===== config.mk =====
export PLATFORM = sky130hd
export DESIGN_NAME = ram_access_ctrl
export DESIGN_NICKNAME = d
export VERILOG_FILES = /design/src/rtl/ram_ctrl_pkg.sv /design/src/rtl/ram_rr_arb2.sv /design/src/rtl/ram_access_ctrl.sv
export SDC_FILE = /design/constraint.sdc
export NUM_CORES = 1
export LEC_CHECK = 0
export BUFFER_PORTS_ARGS = -buffer_cell sky130_fd_sc_hd__clkbuf_2
export CAP_MARGIN = 25
export CORE_ASPECT_RATIO = 1.75
export CORE_UTILIZATION = 45
export DETAILED_ROUTE_END_ITERATION = 10
export GPL_ROUTABILITY_DRIVEN = 0
export GPL_TIMING_DRIVEN = 0
export PLACE_DENSITY = 0.78
export REMOVE_ABC_BUFFERS = 1
export SETUP_SLACK_MARGIN = 0.2
export SLEW_MARGIN = 20
export SYNTH_ARGS = -nofsm -noshare
export SYNTH_HDL_FRONTEND = slang
export SYNTH_SLANG_ARGS = --single-unit

===== constraint.sdc =====
create_clock -name clk -period 1.98 [get_ports clk]
set_clock_uncertainty 0.05 [all_clocks]
set_input_delay 0.198 -clock clk [delete_from_list [all_inputs] [get_ports clk]]
set_output_delay 0.198 -clock clk [all_outputs]
set_load 0.05 [all_outputs]

===== src/rtl/ram_ctrl_pkg.sv =====
// Shared opcodes, widths and FSM encoding for the command-RAM access controller.
package ram_ctrl_pkg;

  localparam int CMD_W  = 10;
  localparam int DATA_W = 8;

  localparam logic [1:0] OP_WR_ADDR = 2'b00;
  localparam logic [1:0] OP_WR_DATA = 2'b01;
  localparam logic [1:0] OP_RD_ADDR = 2'b10;
  localparam logic [1:0] OP_RD_DATA = 2'b11;

  typedef enum logic [2:0] {
    ST_IDLE    = 3'd0,
    ST_WR_ADDR = 3'd1,
    ST_WR_DATA = 3'd2,
    ST_RD_ADDR = 3'd3,
    ST_RD_CMD  = 3'd4,
    ST_RD_WAIT = 3'd5,
    ST_DONE    = 3'd6
  } state_t;

  function automatic logic [CMD_W-1:0] cmd_word(input logic [1:0] op,
                                                input logic [DATA_W-1:0] payload);
    return {op, payload};
  endfunction

endpackage


===== src/rtl/ram_rr_arb2.sv =====
// Two-way round-robin arbiter; 'last' remembers the most recent winner.
module ram_rr_arb2 (
  input  logic       clk,
  input  logic       rst,
  input  logic [1:0] req,
  input  logic       update,
  output logic [1:0] grant
);

  logic last;

  always_comb begin
    grant = req;
    if (req == 2'b11) grant = last ? 2'b01 : 2'b10;
  end

  // Reset to 1 so requester 0 wins the first contested grant.
  always_ff @(posedge clk or posedge rst) begin
    if (rst) last <= 1'b1;
    else if (update && (grant != 2'b00)) last <= grant[1];
  end

endmodule


===== src/rtl/ram_access_ctrl.sv =====
// Shares the single-port command RAM between two requesters and expands each
// transaction into the RAM opcode sequence.
//
// state    | meaning
// IDLE     | sample req, grant and latch the winner's command
// WR_ADDR  | drive write-address word
// WR_DATA  | drive write-data word
// RD_ADDR  | drive read-address word
// RD_CMD   | drive read-data request word
// RD_WAIT  | wait for ram_tx_valid, bounded by TIMEOUT
// DONE     | done pulse to owner, gnt released on exit
module ram_access_ctrl
  import ram_ctrl_pkg::*;
#(
  parameter int unsigned ADDR_SIZE = 8,
  parameter int unsigned TIMEOUT   = 15
) (
  input  logic                   clk,
  input  logic                   rst,
  input  logic [1:0]             req,
  input  logic [1:0]             we,
  input  logic [2*ADDR_SIZE-1:0] addr,
  input  logic [15:0]            wdata,
  output logic [1:0]             gnt,
  output logic [1:0]             done,
  output logic [DATA_W-1:0]      rdata,
  output logic                   err,
  output logic [CMD_W-1:0]       ram_din,
  output logic                   ram_rx_valid,
  input  logic [DATA_W-1:0]      ram_dout,
  input  logic                   ram_tx_valid
);

  localparam int CNT_W = (TIMEOUT < 1) ? 1 : $clog2(TIMEOUT + 1);

  state_t                 state, state_nxt;
  logic [1:0]             arb_gnt, gnt_nxt, done_nxt;
  logic [DATA_W-1:0]      rdata_nxt, op_wdata, sel_wdata;
  logic                   err_nxt, op_we, sel_we, latch_en, ram_rx_valid_nxt;
  logic [CMD_W-1:0]       ram_din_nxt;
  logic [ADDR_SIZE-1:0]   op_addr, sel_addr;
  logic [CNT_W-1:0]       cnt, cnt_nxt;

  function automatic logic [DATA_W-1:0] pad_addr(input logic [ADDR_SIZE-1:0] a);
    logic [DATA_W-1:0] p;
    p = '0;
    p[ADDR_SIZE-1:0] = a;
    return p;
  endfunction

  ram_rr_arb2 u_arb (
    .clk    (clk),
    .rst    (rst),
    .req    (req),
    .update ((state == ST_IDLE) && (|req)),
    .grant  (arb_gnt)
  );

  assign sel_we    = arb_gnt[1] ? we[1] : we[0];
  assign sel_addr  = arb_gnt[1] ? addr[2*ADDR_SIZE-1:ADDR_SIZE] : addr[ADDR_SIZE-1:0];
  assign sel_wdata = arb_gnt[1] ? wdata[15:8] : wdata[7:0];

  // Outputs are computed for the state being entered, so they are registered
  // yet line up with the state they belong to.
  always_comb begin
    state_nxt        = state;
    gnt_nxt          = gnt;
    done_nxt         = 2'b00;
    rdata_nxt        = rdata;
    err_nxt          = err;
    ram_din_nxt      = '0;
    ram_rx_valid_nxt = 1'b0;
    cnt_nxt          = cnt;
    latch_en         = 1'b0;
    unique case (state)
      ST_IDLE: begin
        if (|req) begin
          latch_en         = 1'b1;
          gnt_nxt          = arb_gnt;
          ram_rx_valid_nxt = 1'b1;
          if (sel_we) begin
            state_nxt   = ST_WR_ADDR;
            ram_din_nxt = cmd_word(OP_WR_ADDR, pad_addr(sel_addr));
          end else begin
            state_nxt   = ST_RD_ADDR;
            ram_din_nxt = cmd_word(OP_RD_ADDR, pad_addr(sel_addr));
          end
        end
      end
      ST_WR_ADDR: begin
        state_nxt        = ST_WR_DATA;
        ram_rx_valid_nxt = 1'b1;
        ram_din_nxt      = cmd_word(OP_WR_DATA, op_wdata);
      end
      ST_WR_DATA: begin
        state_nxt = ST_DONE;
        done_nxt  = gnt;
        err_nxt   = 1'b0;
      end
      ST_RD_ADDR: begin
        state_nxt        = ST_RD_CMD;
        ram_rx_valid_nxt = 1'b1;
        ram_din_nxt      = cmd_word(OP_RD_DATA, 8'h00);
      end
      ST_RD_CMD: begin
        state_nxt = ST_RD_WAIT;
        cnt_nxt   = CNT_W'(TIMEOUT);
      end
      ST_RD_WAIT: begin
        // Data arriving on the terminal count still wins over the timeout.
        if (ram_tx_valid) begin
          state_nxt = ST_DONE;
          done_nxt  = gnt;
          rdata_nxt = ram_dout;
          err_nxt   = 1'b0;
        end else if (cnt == '0) begin
          state_nxt = ST_DONE;
          done_nxt  = gnt;
          rdata_nxt = '0;
          err_nxt   = 1'b1;
        end else begin
          cnt_nxt = cnt - CNT_W'(1);
        end
      end
      ST_DONE: begin
        state_nxt = ST_IDLE;
        gnt_nxt   = 2'b00;
      end
      default: state_nxt = ST_IDLE;
    endcase
  end

  always_ff @(posedge clk or posedge rst) begin
    if (rst) begin
      state        <= ST_IDLE;
      gnt          <= 2'b00;
      done         <= 2'b00;
      rdata        <= '0;
      err          <= 1'b0;
      ram_din      <= '0;
      ram_rx_valid <= 1'b0;
      cnt          <= '0;
      op_we        <= 1'b0;
      op_addr      <= '0;
      op_wdata     <= '0;
    end else begin
      state        <= state_nxt;
      gnt          <= gnt_nxt;
      done         <= done_nxt;
      rdata        <= rdata_nxt;
      err          <= err_nxt;
      ram_din      <= ram_din_nxt;
      ram_rx_valid <= ram_rx_valid_nxt;
      cnt          <= cnt_nxt;
      if (latch_en) begin
        op_we    <= sel_we;
        op_addr  <= sel_addr;
        op_wdata <= sel_wdata;
      end
    end
  end

endmodule


Word-level counts from Yosys, hierarchy flattened
Cells that the tools add are included.
{"block": "op_classes", "add_sub_neg": 1, "eq_ne": 11, "n_reduce_logical": 16, "n_mux": 29}
{"cell": "$mux W8", "n": 4}
{"cell": "$pmux W10 S3", "n": 1}
{"cell": "$mux W10", "n": 2}
{"cell": "$pmux W3 S6", "n": 1}
{"cell": "$mux W2", "n": 6}
{"cell": "$reduce_bool A2 Y1", "n": 5}
{"cell": "$eq A3 B3 Y1 const B", "n": 3}
{"cell": "$mux W3", "n": 3}
{"cell": "$mux W4", "n": 2}
{"cell": "$pmux W2 S2", "n": 2}
{"cell": "$pmux W4 S2", "n": 1}
{"cell": "$reduce_and A2 Y1", "n": 4}
{"cell": "$eq A3 B2 Y1 const B", "n": 2}
{"cell": "$mux W1", "n": 5}
{"cell": "$logic_not A4 Y1", "n": 1}
{"cell": "$ne A2 B2 Y1 const B", "n": 2}
{"cell": "$pmux W1 S2", "n": 2}
{"cell": "$reduce_or A2 Y1", "n": 2}
{"cell": "$sub A4 B1 Y4 const B", "n": 1}
{"cell": "$eq A3 B1 Y1 const B", "n": 1}
{"cell": "$logic_not A3 Y1", "n": 1}
{"cell": "$ne A3 B3 Y1 const B", "n": 1}
{"cell": "$reduce_and A3 Y1", "n": 1}
{"cell": "$eq A2 B2 Y1 const B", "n": 1}
{"cell": "2 further kinds", "n": 3}
{"block": "word_totals", "wordCells": 67, "register_bits": 40, "output_inout_bits": 24, "input_bits": 47}

Longest topological paths before layout
{"block": "depth", "depth_word": 6, "depth_mapped": 5, "depth_no_buf": 5}

Modules after synthesis
Synthesis repeated with hierarchy kept, for this count alone.
{"block": "hier_totals", "hier_cells": 153, "hier_area_um2": 1850.5}
{"mod": "ram_access_ctrl", "area_per_inst_um2": 1790.5, "instances": 1, "seq_area_each_um2": 975.9, "cells_per_inst": 146}
{"mod": "ram_rr_arb2", "area_per_inst_um2": 60.1, "instances": 1, "seq_area_each_um2": 26.3, "cells_per_inst": 7}

Least setup slack after synthesis
Ideal clock, no wire load.
{"block": "synth_timing", "kind": "register -> register", "start": "reg state[2]", "end": "reg op_wdata[0]", "path_buffers": 0, "required_ps": 1805, "setup_time_ps": 125, "path_slack_ps": 488, "period_less_slack_ps": 1492, "stages_incl_launch_ff": 4, "arrival_time_ps": 1317, "cell_sequence": "dfrtp_1 or3_4 nor2_8 mux2_4"}
{"block": "synth_via", "elab_chain_cells": 2}
{"item": "from (decl)", "line_no": "ram_access_ctrl.sv:36", "rtl": "state_t state, state_nxt;"}
{"item": "from (signal assigned)", "line_no": "ram_access_ctrl.sv:147", "rtl": "state <= state_nxt;"}
{"item": "$logic_not A3 Y1", "line_no": "ram_access_ctrl.sv:75", "rtl": "unique case (state)"}
{"item": "$mux W1", "line_no": "ram_access_ctrl.sv:75"}
{"item": "to (signal assigned)", "line_no": "ram_access_ctrl.sv:158", "rtl": "op_wdata <= sel_wdata;"}
{"item": "to (decl)", "line_no": "ram_access_ctrl.sv:38", "rtl": "logic [DATA_W-1:0] rdata_nxt, op_wdata, sel_wdata;"}
No other way between the ends.
A chain may end at the register's enable or synchronous reset.

Final worst setup path
{"block": "layout_timing", "start": "reg state[0]", "end": "reg op_wdata[6]"}
Same word-level chain as after synthesis.

==> run metrics <==
DRC Markers 0; share of layout cells above drive strength 1 48.1%; post-synthesis sequential area ratio 51.2%; Mapped Area 1960 µm²; met2 Track Usage GR 35.1%; Max clock buf depth 2; met1 Use GR 17.5%; startpoint types flop; met3 Use GR 5.10%; ANT cells 0; fin nets 282; initial core utilization 47.2%; # rows 31; R2R Path Start state[0]; WHS Endpoint rdata[0]; Total Routing Usage GR 18.2%; core area 4150 µm²; sequential share of power 36.9%; Routed Antenna Nets 0; initial antenna violation count 0; Slew @ Worst Pin 0.604 ns; worst reg2reg endpoint op_wdata[6]; critical path class flop to flop; fin. max-slew vios 0; DRT iter0 DRCs 15; most used routing layer met2; slew margin rel. 59.4%; hpwl dp 2930 µm; status finished, final reports clean; vias 1528; Crit. End Element flop; IO Pins 71; total of max-cap violations 0; WL per Instance 13.3 µm; Die Ht 89.2 µm; Inst Count DP 270; Peak supply drop 977 µV; hold-critical path depth 2; total chip power 3.92 mW; Port Buffers 70; drt total wl 3770 µm; # setup viols final 0; ys flop type dfrtp_1; CTS H-tree depth 2; first-pass GRT wire length 6270 µm; RSZ-0062 raised after global routing false; CP max FO 12; Sw Pwr 1.76 mW; worst hold margin 0.0883 ns; Cell variety after synth 46; fin area 2510 µm²; vias per cell 5.38; min cycle time layout 1.69 ns; Placement Cell Area 2350 µm²; P_int 2.15 mW; number of enable flip-flop cells after synthesis 0; DIE WIDTH 51.9 µm; Mapped Avg Cell Area 12.5 µm²; Arr. time, crit path 1.81 ns; Sw Share 45.0%; CTS root buffer clkbuf_8; Layout area overhead 28.3%; vias in the first global route 1536; Post-synth ARST share 100%; Worst R2R Path Depth 3; Tcrit/Tclk final 85.4%; Final Hold Viols 0; CTS Sinks 40; pwr dens 1560 nW/µm²; Die ar. 4630 µm²; CTS tree done; Logic pwr share 48.9%; Skew-Pair Late Insertion Delay 0.29 ns; GRT overflow 0; Clock Pin Slew Worst Setup and Hold Paths 0.07 ns; Clock Power Share 14.2%; drt pass-1 iters 4; Fmax 0.592 GHz; hold path start ram_dout[0]; Hold Crit Class primary input to flop; Worst EP required 2.10 ns; Leakage 1.26 nW; Synth Instances 156; Ys Warns 0; flop-to-flop setup slack 0.29 ns; register bit total from synthesis 40; CTS Buf Count 5; Layout Cells excl Fill 284; largest net degree at the start of global routing 29
==> flip-flops by register name (all words and copies together), names as in the netlist <==
signal and count:
gnt 2, done 2, ram_rx_valid 1, err 1, ram_din 10, op_wdata 8, rdata 8, u_arb.last 1
state 3, cnt 4
==> metrics by stage <==
stage          utilization [%]  setup WS, ns  TNS [ns]
6_report                  60.5         0.290         0
3_3_place_gp              55.9        -0.153     -1.15
3_5_place_dp              56.5         0.164         0
4_1_cts                   60.3         0.227         0
5_1_grt                   60.5         0.221         0
2_1_floorplan                -        0.0564         0
==> layout make-up <==
| class | count | area [µm²] |
|---|---|---|
| multi-input cells | 104 | 895 |
| inverters | 6 | 22.5 |
| fillers | 366 | 1640 |
| repair buffers | 77 | 430 |
| flip-flops and latches | 40 | 1000 |
| clock buffers | 6 | 82.6 |
| clock inverters | 2 | 15.0 |
| well taps | 49 | 61.3 |
==> power by group through the flow <==
stage / clock, mW / combinational [mW] / sequential (mW)
2_1_floorplan: 0 / 0.789 / 2.10
3_3_place_gp: 0 / 1.86 / 1.44
3_5_place_dp: 0 / 1.90 / 1.45
4_1_cts: 0.575 / 1.94 / 1.45
5_1_grt: 0.611 / 2.06 / 1.49
6_report: 0.556 / 1.92 / 1.45
==> worst max-delay path, stage by stage (launching register included) <==
cell and delay [ns]:
dfrtp_1 0.51, or3_4 0.46, nor2_8 0.23, mux2_4 0.32
==> layer usage <==
| metal | wire length (µm) | part of all wire [%] | vias to the layer above |
|---|---|---|---|
| li1 | - | - | 728 |
| met1 | 1400 | 37 | 733 |
| met2 | 2090 | 55 | 62 |
| met3 | 221 | 5.9 | 5 |
| met4 | 54 | 1.4 | 0 |
| met5 | 0 | 0 | - |
==> worst max-delay path by stage <==
stage,start,end,slack [ns],cells after the start
detailed placement,u_arb.last,op_wdata[3],0.16,3
global route,state[1],op_wdata[6],0.22,3
CTS,state[2],op_wdata[4],0.23,3
global placement,req[0],op_wdata[6],-0.15,4
finish,state[0],op_wdata[6],0.29,3
floorplan,u_arb.last,op_wdata[0],0.06,3
==> logic make-up (layout without fill, tap and decap cells) <==
kind of cell / Yosys count / count (layout) / synth area share (%)
compound gates: 44 / 44 / 16.2
xor+xnor: 1 / 1 / 0.448
fa+ha+maj: 1 / 1 / 0.639
buf+inv: 12 / 91 / 3.71
flops: 40 / 40 / 51.2
mux: 26 / 26 / 17.4
simple gates: 32 / 32 / 10.4
==> synth_stat cells (2+ instances only) <==
library cell / number / area [µm²]
nand2_1: 10 / 37.5
a21oi_1: 3 / 15.0
a21boi_0: 3 / 22.5
dfrtp_1: 39 / 976
mux2_4: 16 / 240
inv_1: 6 / 22.5
o21ai_1: 2 / 10.0
buf_2: 3 / 15.0
nand2b_1: 3 / 18.8
o21ai_0: 13 / 65.1
a211oi_1: 2 / 15.0
a22o_1: 9 / 78.8
nor2_1: 2 / 7.51
mux2i_1: 10 / 100
o31a_1: 2 / 17.5
nand3_1: 3 / 15.0
==> layout by cell type, fill, tap and decap left out, drive strengths merged, types with 2 or more instances in the layout <==
master    count
mux2         16
and3          2
o31a          2
nand2b        3
o21ai        15
clkinvlp      2
nor3b         2
nand3         3
o211ai        2
inv           6
mux2i        10
nand2        10
dfrtp        39
a21oi         3
nor2          3
a211oi        2
buf           6
clkbuf       76
a21boi        4
or2           2
a22o          9
==> what timing repair did <==
action	4_1_cts	5_1_grt
hold buffers	1	0
setup buffers	5	0
pin swaps	1	0
hold endpoints to repair	11	0
resized for setup	0	2
setup endpoints to repair	8	18
Note: power is estimated with default switching activity, not from simulation.
